<file path="config.mk">
export PLATFORM = sky130hd
export DESIGN_NAME = alu_sequencer
export DESIGN_NICKNAME = d
export VERILOG_FILES = /design/src/rtl/alu_seq_pkg.sv /design/src/rtl/alu_seq_decode.sv /design/src/rtl/alu_sequencer.sv
export SDC_FILE = /design/constraint.sdc
export NUM_CORES = 1
export LEC_CHECK = 0
export CAP_MARGIN = 20
export CORE_AREA = 2 2 56 58
export CTS_CLUSTER_SIZE = 10
export DETAILED_ROUTE_END_ITERATION = 10
export DIE_AREA = 0 0 58 60
export HOLD_SLACK_MARGIN = 0.12
export PLACE_DENSITY = 0.88
export SLEW_MARGIN = 30
export SYNTH_ARGS = -nofsm -noshare
export SYNTH_HDL_FRONTEND = slang
export SYNTH_SLANG_ARGS = --single-unit
</file>
<file path="constraint.sdc">
create_clock -name clk -period 3.1 [get_ports clk]
set_input_delay 0.465 -clock clk [delete_from_list [all_inputs] [get_ports clk]]
set_output_delay 0.465 -clock clk [all_outputs]
set_load 0.02 [all_outputs]
</file>
<file path="src/rtl/alu_seq_pkg.sv">
// Shared opcode, ALU-select, state and instruction-class definitions for the ALU sequencer.
// COND_BRANCH_EN (see alu_seq_decode) enables the JC/JZ conditional jumps.
package alu_seq_pkg;

  localparam int DataW = 8;
  localparam int OpW   = 4;

  localparam logic [OpW-1:0] OP_NOP = 4'b0000;
  localparam logic [OpW-1:0] OP_NOT = 4'b0101;
  localparam logic [OpW-1:0] OP_SUB = 4'b0110;
  localparam logic [OpW-1:0] OP_ADD = 4'b1001;
  localparam logic [OpW-1:0] OP_MOV = 4'b1010;
  localparam logic [OpW-1:0] OP_AND = 4'b1011;
  localparam logic [OpW-1:0] OP_JMP = 4'b1100;
  localparam logic [OpW-1:0] OP_JC  = 4'b1101;
  localparam logic [OpW-1:0] OP_JZ  = 4'b1110;
  localparam logic [OpW-1:0] OP_HLT = 4'b1111;

  // ALU select values coincide with the opcodes of the ALU instructions.
  localparam logic [OpW-1:0] ALU_S_PASS = 4'b0000;
  localparam logic [OpW-1:0] ALU_S_ADD  = OP_ADD;
  localparam logic [OpW-1:0] ALU_S_SUB  = OP_SUB;
  localparam logic [OpW-1:0] ALU_S_AND  = OP_AND;
  localparam logic [OpW-1:0] ALU_S_NOT  = OP_NOT;
  localparam logic [OpW-1:0] ALU_S_MOV  = OP_MOV;

  typedef enum logic [2:0] {
    S_IDLE   = 3'd0,
    S_FETCH  = 3'd1,
    S_DECODE = 3'd2,
    S_EXEC   = 3'd3,
    S_WB     = 3'd4,
    S_OPND   = 3'd5
  } state_e;

  typedef enum logic [2:0] {
    CLS_NOP = 3'd0,
    CLS_ALU = 3'd1,
    CLS_JMP = 3'd2,
    CLS_JC  = 3'd3,
    CLS_JZ  = 3'd4,
    CLS_HLT = 3'd5
  } iclass_e;

endpackage

</file>
<file path="src/rtl/alu_seq_decode.sv">
// Combinational opcode decode: instruction class, ALU select and flag-update enable.
// Without COND_BRANCH_EN the JC/JZ opcodes fall through to single-byte NOP.
module alu_seq_decode
  import alu_seq_pkg::*;
(
  input  logic [OpW-1:0] opcode_i,
  output iclass_e        iclass_o,
  output logic [OpW-1:0] alu_s_o,
  output logic           flag_upd_o
);

  always_comb begin
    iclass_o   = CLS_NOP;
    alu_s_o    = ALU_S_PASS;
    flag_upd_o = 1'b0;
    case (opcode_i)
      OP_ADD: begin
        iclass_o   = CLS_ALU;
        alu_s_o    = ALU_S_ADD;
        flag_upd_o = 1'b1;
      end
      OP_SUB: begin
        iclass_o   = CLS_ALU;
        alu_s_o    = ALU_S_SUB;
        flag_upd_o = 1'b1;
      end
      OP_AND: begin
        iclass_o = CLS_ALU;
        alu_s_o  = ALU_S_AND;
      end
      OP_NOT: begin
        iclass_o = CLS_ALU;
        alu_s_o  = ALU_S_NOT;
      end
      OP_MOV: begin
        iclass_o = CLS_ALU;
        alu_s_o  = ALU_S_MOV;
      end
      OP_JMP: iclass_o = CLS_JMP;
`ifdef COND_BRANCH_EN
      OP_JC:  iclass_o = CLS_JC;
      OP_JZ:  iclass_o = CLS_JZ;
`endif
      OP_HLT: iclass_o = CLS_HLT;
      default: iclass_o = CLS_NOP;
    endcase
  end

endmodule

</file>
<file path="src/rtl/alu_sequencer.sv">
// Multi-cycle sequencer fetching byte instructions and steering an external ALU/register file.
// Build option COND_BRANCH_EN enables JC/JZ; otherwise they execute as NOP.
module alu_sequencer
  import alu_seq_pkg::*;
(
  input  logic             clk,
  input  logic             rst_n,
  input  logic             start,
  output logic             mem_req,
  output logic [DataW-1:0] mem_addr,
  input  logic             mem_ack,
  input  logic [DataW-1:0] mem_rdata,
  output logic             alu_m,
  output logic [OpW-1:0]   alu_s,
  input  logic             alu_cf,
  input  logic             alu_zf,
  output logic [1:0]       rs_sel,
  output logic [1:0]       rd_sel,
  output logic             rf_we,
  output logic [DataW-1:0] pc,
  output logic             cf_q,
  output logic             zf_q,
  output logic             busy
);

  state_e           state_q, state_d;
  logic [DataW-1:0] pc_q, pc_d;
  logic [DataW-1:0] ir_q, ir_d;
  logic             cf_d, zf_d;

  iclass_e          iclass;
  logic [OpW-1:0]   dec_alu_s;
  logic             flag_upd;
  logic             branch_taken;

  alu_seq_decode u_decode (
    .opcode_i   (ir_q[7:4]),
    .iclass_o   (iclass),
    .alu_s_o    (dec_alu_s),
    .flag_upd_o (flag_upd)
  );

  assign branch_taken = (iclass == CLS_JMP)
                      | ((iclass == CLS_JC) & cf_q)
                      | ((iclass == CLS_JZ) & zf_q);

  always_ff @(posedge clk or negedge rst_n) begin
    if (!rst_n) begin
      state_q <= S_IDLE;
      pc_q    <= '0;
      ir_q    <= '0;
      cf_q    <= 1'b0;
      zf_q    <= 1'b0;
    end else begin
      state_q <= state_d;
      pc_q    <= pc_d;
      ir_q    <= ir_d;
      cf_q    <= cf_d;
      zf_q    <= zf_d;
    end
  end

  always_comb begin
    state_d = state_q;
    pc_d    = pc_q;
    ir_d    = ir_q;
    cf_d    = cf_q;
    zf_d    = zf_q;
    mem_req = 1'b0;
    alu_m   = 1'b0;
    alu_s   = ALU_S_PASS;
    rf_we   = 1'b0;
    case (state_q)
      S_IDLE: begin
        if (start) state_d = S_FETCH;
      end
      S_FETCH: begin
        mem_req = 1'b1;
        if (mem_ack) begin
          ir_d    = mem_rdata;
          pc_d    = pc_q + 8'd1;
          state_d = S_DECODE;
        end
      end
      S_DECODE: begin
        case (iclass)
          CLS_ALU:                 state_d = S_EXEC;
          CLS_JMP, CLS_JC, CLS_JZ: state_d = S_OPND;
          CLS_HLT:                 state_d = S_IDLE;
          default:                 state_d = S_FETCH;
        endcase
      end
      S_EXEC: begin
        alu_m = 1'b1;
        alu_s = dec_alu_s;
        if (flag_upd) begin
          cf_d = alu_cf;
          zf_d = alu_zf;
        end
        state_d = S_WB;
      end
      S_WB: begin
        alu_m   = 1'b1;
        alu_s   = dec_alu_s;
        rf_we   = 1'b1;
        state_d = S_FETCH;
      end
      S_OPND: begin
        // pc already points at the target byte, so a not-taken branch skips it.
        mem_req = 1'b1;
        if (mem_ack) begin
          pc_d    = branch_taken ? mem_rdata : pc_q + 8'd1;
          state_d = S_FETCH;
        end
      end
      default: state_d = S_IDLE;
    endcase
  end

  assign mem_addr = pc_q;
  assign pc       = pc_q;
  assign rs_sel   = ir_q[3:2];
  assign rd_sel   = ir_q[1:0];
  assign busy     = (state_q != S_IDLE);

endmodule

</file>
==> run_results.csv <==
group,metric,value,unit
outcome,status,"completed",
routing,drt-wirelength-per-cell,15.4,um
routing,dr.pass1.iters,4,
timing,hold_ws,0.509,ns
routing,num_vias,1085,
clock_network,cts_buffer_depth,2,
timing,slew_headroom,68.8,%
critical_path,rr_worst_depth,4,
hold_path,whs_path_depth,1,
placement,gp_congestion,0.799,
final_layout,n_fill_cell,250,
power,ir_drop,0.624,mV
final_layout,area_growth,28.0,%
critical_path,crit_type,"reg2out",
clock_network,htreeDepth,1,
routing,drt-initial-drc-count,31,
critical_path,critPathArrivalTime,2.17,ns
placement,hpwl,2170,um
timing,fin_crit_sh,84.9,%
final_layout,antennaDiodeCount,0,
synthesis,synth_area,1330,um^2
critical_path,rr_endpoint,"mem_addr[2]",
routing,vias_per_cell,5.65,
placement,dp_cells,187,
final_layout,fin_area,1700,um^2
critical_path,cp_max_fo,9,
global_routing,grt_max_degree,22,
timing,worstMarginPinSlew,0.467,ns
clock_network,cts_hold_buffers,0,
placement,preCtsSetupSlack,0.802,ns
hold_path,worstHoldEndpoint,"ir_q[3]",
timing,slew_violations,0,
die,die_w,58,um
synthesis,synth_edf_count,0,
synthesis,async_reset_ff_share,100,%
clock_network,cts_tree,"yes",
final_layout,finalNonFillerCells,192,
synthesis,synth.avg_cell_area,10.4,um^2
routing,wirelength,2960,um
timing,period_needed,2.63,ns
final_layout,drive_above_1_share,10.7,%
timing,finClkSkew,0.0130,ns
timing,rsz0062_at_grt,"false",
die,die-area,3480,um^2
placement,io_buffer_count,43,
synthesis,ys_ff_latch,21,
clock_network,cts_resized,0,
synthesis,yosysWarnings,0,
die,die_h,60,um
run,maxCapViolCount,0,
critical_path,critPathCaptureType,"output pin",
critical_path,critical_path.top_delay_family,"flip-flops",
global_routing,grt_first_pass_wirelength,4910,um
power,fin_total_pwr,1.78,mW
timing,worst_slack,0.467,ns
timing,setup_viol,0,
critical_path,crit_required,2.63,ns
critical_path,critical_path.max_stage_delay,0.60,ns
global_routing,first_global_vias,1035,
timing,fmax,380,MHz
clock_network,post-cts-setup-buffers,0,
timing,hold_viol,0,
hold_path,hp-class,"reg2reg",
critical_path,rrSetupSlack,1.45,ns
global_routing,grtUsageTotal,18.5,%
critical_path,crit_slowest_cell,"dfrtp_1",
routing,drc,0,
critical_path,critical_path_depth,5,
critical_path,r2r_start,"ir_q[5]",
final_layout,final_nets,175,
clock_network,cts_num_sinks,21,
critical_path,path_cells,"and2b_1 > a21oi_2 > inv_2 > and3_1 > clkdlybuf4s50_1",
final_layout,seq_area,526,um^2
clock_network,clk_pin_slew,0.13,ns
global_routing,antenna_found_initial,0,
critical_path,start_kind,"flip-flop",
synthesis,netlist_instances,128,
synthesis,syn-num-nets,143,
die,num_io_pins,44,
critical_path,crit_buf_inv,2,
hold_path,hold_start,"ir_q[3]",
clock_network,cts_buffers,3,
clock_network,clock_latency,0.32,ns
clock_network,ctsRootBufferMaster,"clkbuf_4",
placement,placed_cell_area,1660,um^2
die,initial_utilization,45.7,%
routing,ant_nets,0,
power,leakage,0.733,nW
synthesis,synth_cell_types,40,
final_layout,fin_util,58.5,%
timing,setup_tns,0,ns
die,rows,20,
final_layout,multi_input_area,648,um^2
die,core_area,2900,um^2
power,p_per_area,1050,nW/um^2
global_routing,overflow,0,
synthesis,synth_top_flop_cell,"dfrtp_1",
synthesis,ys_seq_area_share,39.6,%
-- synth_stat cells (3+ instances only) --
cell	n	area, um^2
mux2_1	10	113
mux2i_1	7	70.1
nand3_1	4	20.0
o21ai_0	6	30.0
and4_1	3	26.3
inv_1	4	15.0
nor2_1	5	18.8
a21oi_1	3	15.0
dfrtp_1	21	526
buf_4	15	113
nand2b_1	4	25.0
a21oi_2	3	26.3
nand2_1	8	30.0
-- where the power goes --
part	leakage, nW	switching (mW)	internal (mW)
clock	0.0139	0.0903	0.0493
sequential	0.252	0.200	0.405
combinational	0.467	0.527	0.510
-- flip-flops by register name, indices dropped and copies added (netlist names) --
name      flops
cf_q          1
ir_q          8
mem_addr      8
state_q       3
zf_q          1
-- layout by cell type (no fill, tap or decap), types with 2 or more instances in the layout --
master / instances
and4_1: 3
and3_1: 2
a21oi_1: 3
clkdlybuf4s50_1: 42
a21oi_2: 3
nor3_1: 2
and2_1: 2
mux2i_1: 7
nand4_1: 2
dfrtp_1: 21
a31oi_1: 2
nand2_1: 8
nand3_1: 4
nor2_1: 5
mux2_1: 10
nand2b_1: 4
inv_1: 4
clkbuf_4: 3
o21ai_0: 6
a2bb2oi_1: 2
o22ai_1: 2
-- metal layers --
| layer | up-vias | share of wire, % | GRT usage, % |
|---|---|---|---|
| li1 | 513 | - | - |
| met1 | 523 | 42 | 23.6 |
| met2 | 47 | 51 | 32.0 |
| met3 | 2 | 6.3 | 3.68 |
| met4 | 0 | 0.44 | 4.98 |
| met5 | - | 0 | 0 |
-- worst max path at each step --
stage | startpoint | to | slack (ns)
6_report | state_q[2] | alu_s[1] | 0.47
5_1_grt | state_q[2] | alu_s[2] | 0.33
4_1_cts | state_q[2] | alu_s[1] | 0.46
3_5_place_dp | state_q[2] | alu_s[1] | 0.80
3_3_place_gp | state_q[2] | alu_s[1] | 0.86
2_1_floorplan | state_q[1] | alu_s[2] | 1.01
-- area by class of cell --
| type | instances | share of cell area (%) |
|---|---|---|
| multi-input combinational | 85 | 38.1 |
| sequential | 21 | 30.9 |
| timing repair buffer | 44 | 25.6 |
| tap | 33 | 2.43 |
| clock buffer | 3 | 1.33 |
| inverter | 5 | 1.10 |
| clock inverter | 1 | 0.442 |
-- cell families (layout without fill, tap and decap cells) --
| group | Yosys count | count (layout) | synth area share, % |
|---|---|---|---|
| AND/OR/NAND/NOR | 41 | 41 | 20.3 |
| AO/OA/AOI/OAI | 26 | 26 | 13.9 |
| buffers and inverters | 22 | 53 | 11.6 |
| flip-flops | 21 | 21 | 39.6 |
| multiplexers | 17 | 17 | 13.8 |
| adder cells (fa/ha/maj) | 1 | 1 | 0.942 |
-- worst reg2reg max path: stages (launching register included) --
cell and delay (ns):
dfrtp_1 0.47, nor2_2 0.22, nand4_2 0.41, mux2i_1 0.33, a22oi_1 0.12
No activity file was read; power rests on OpenSTA's default activity.
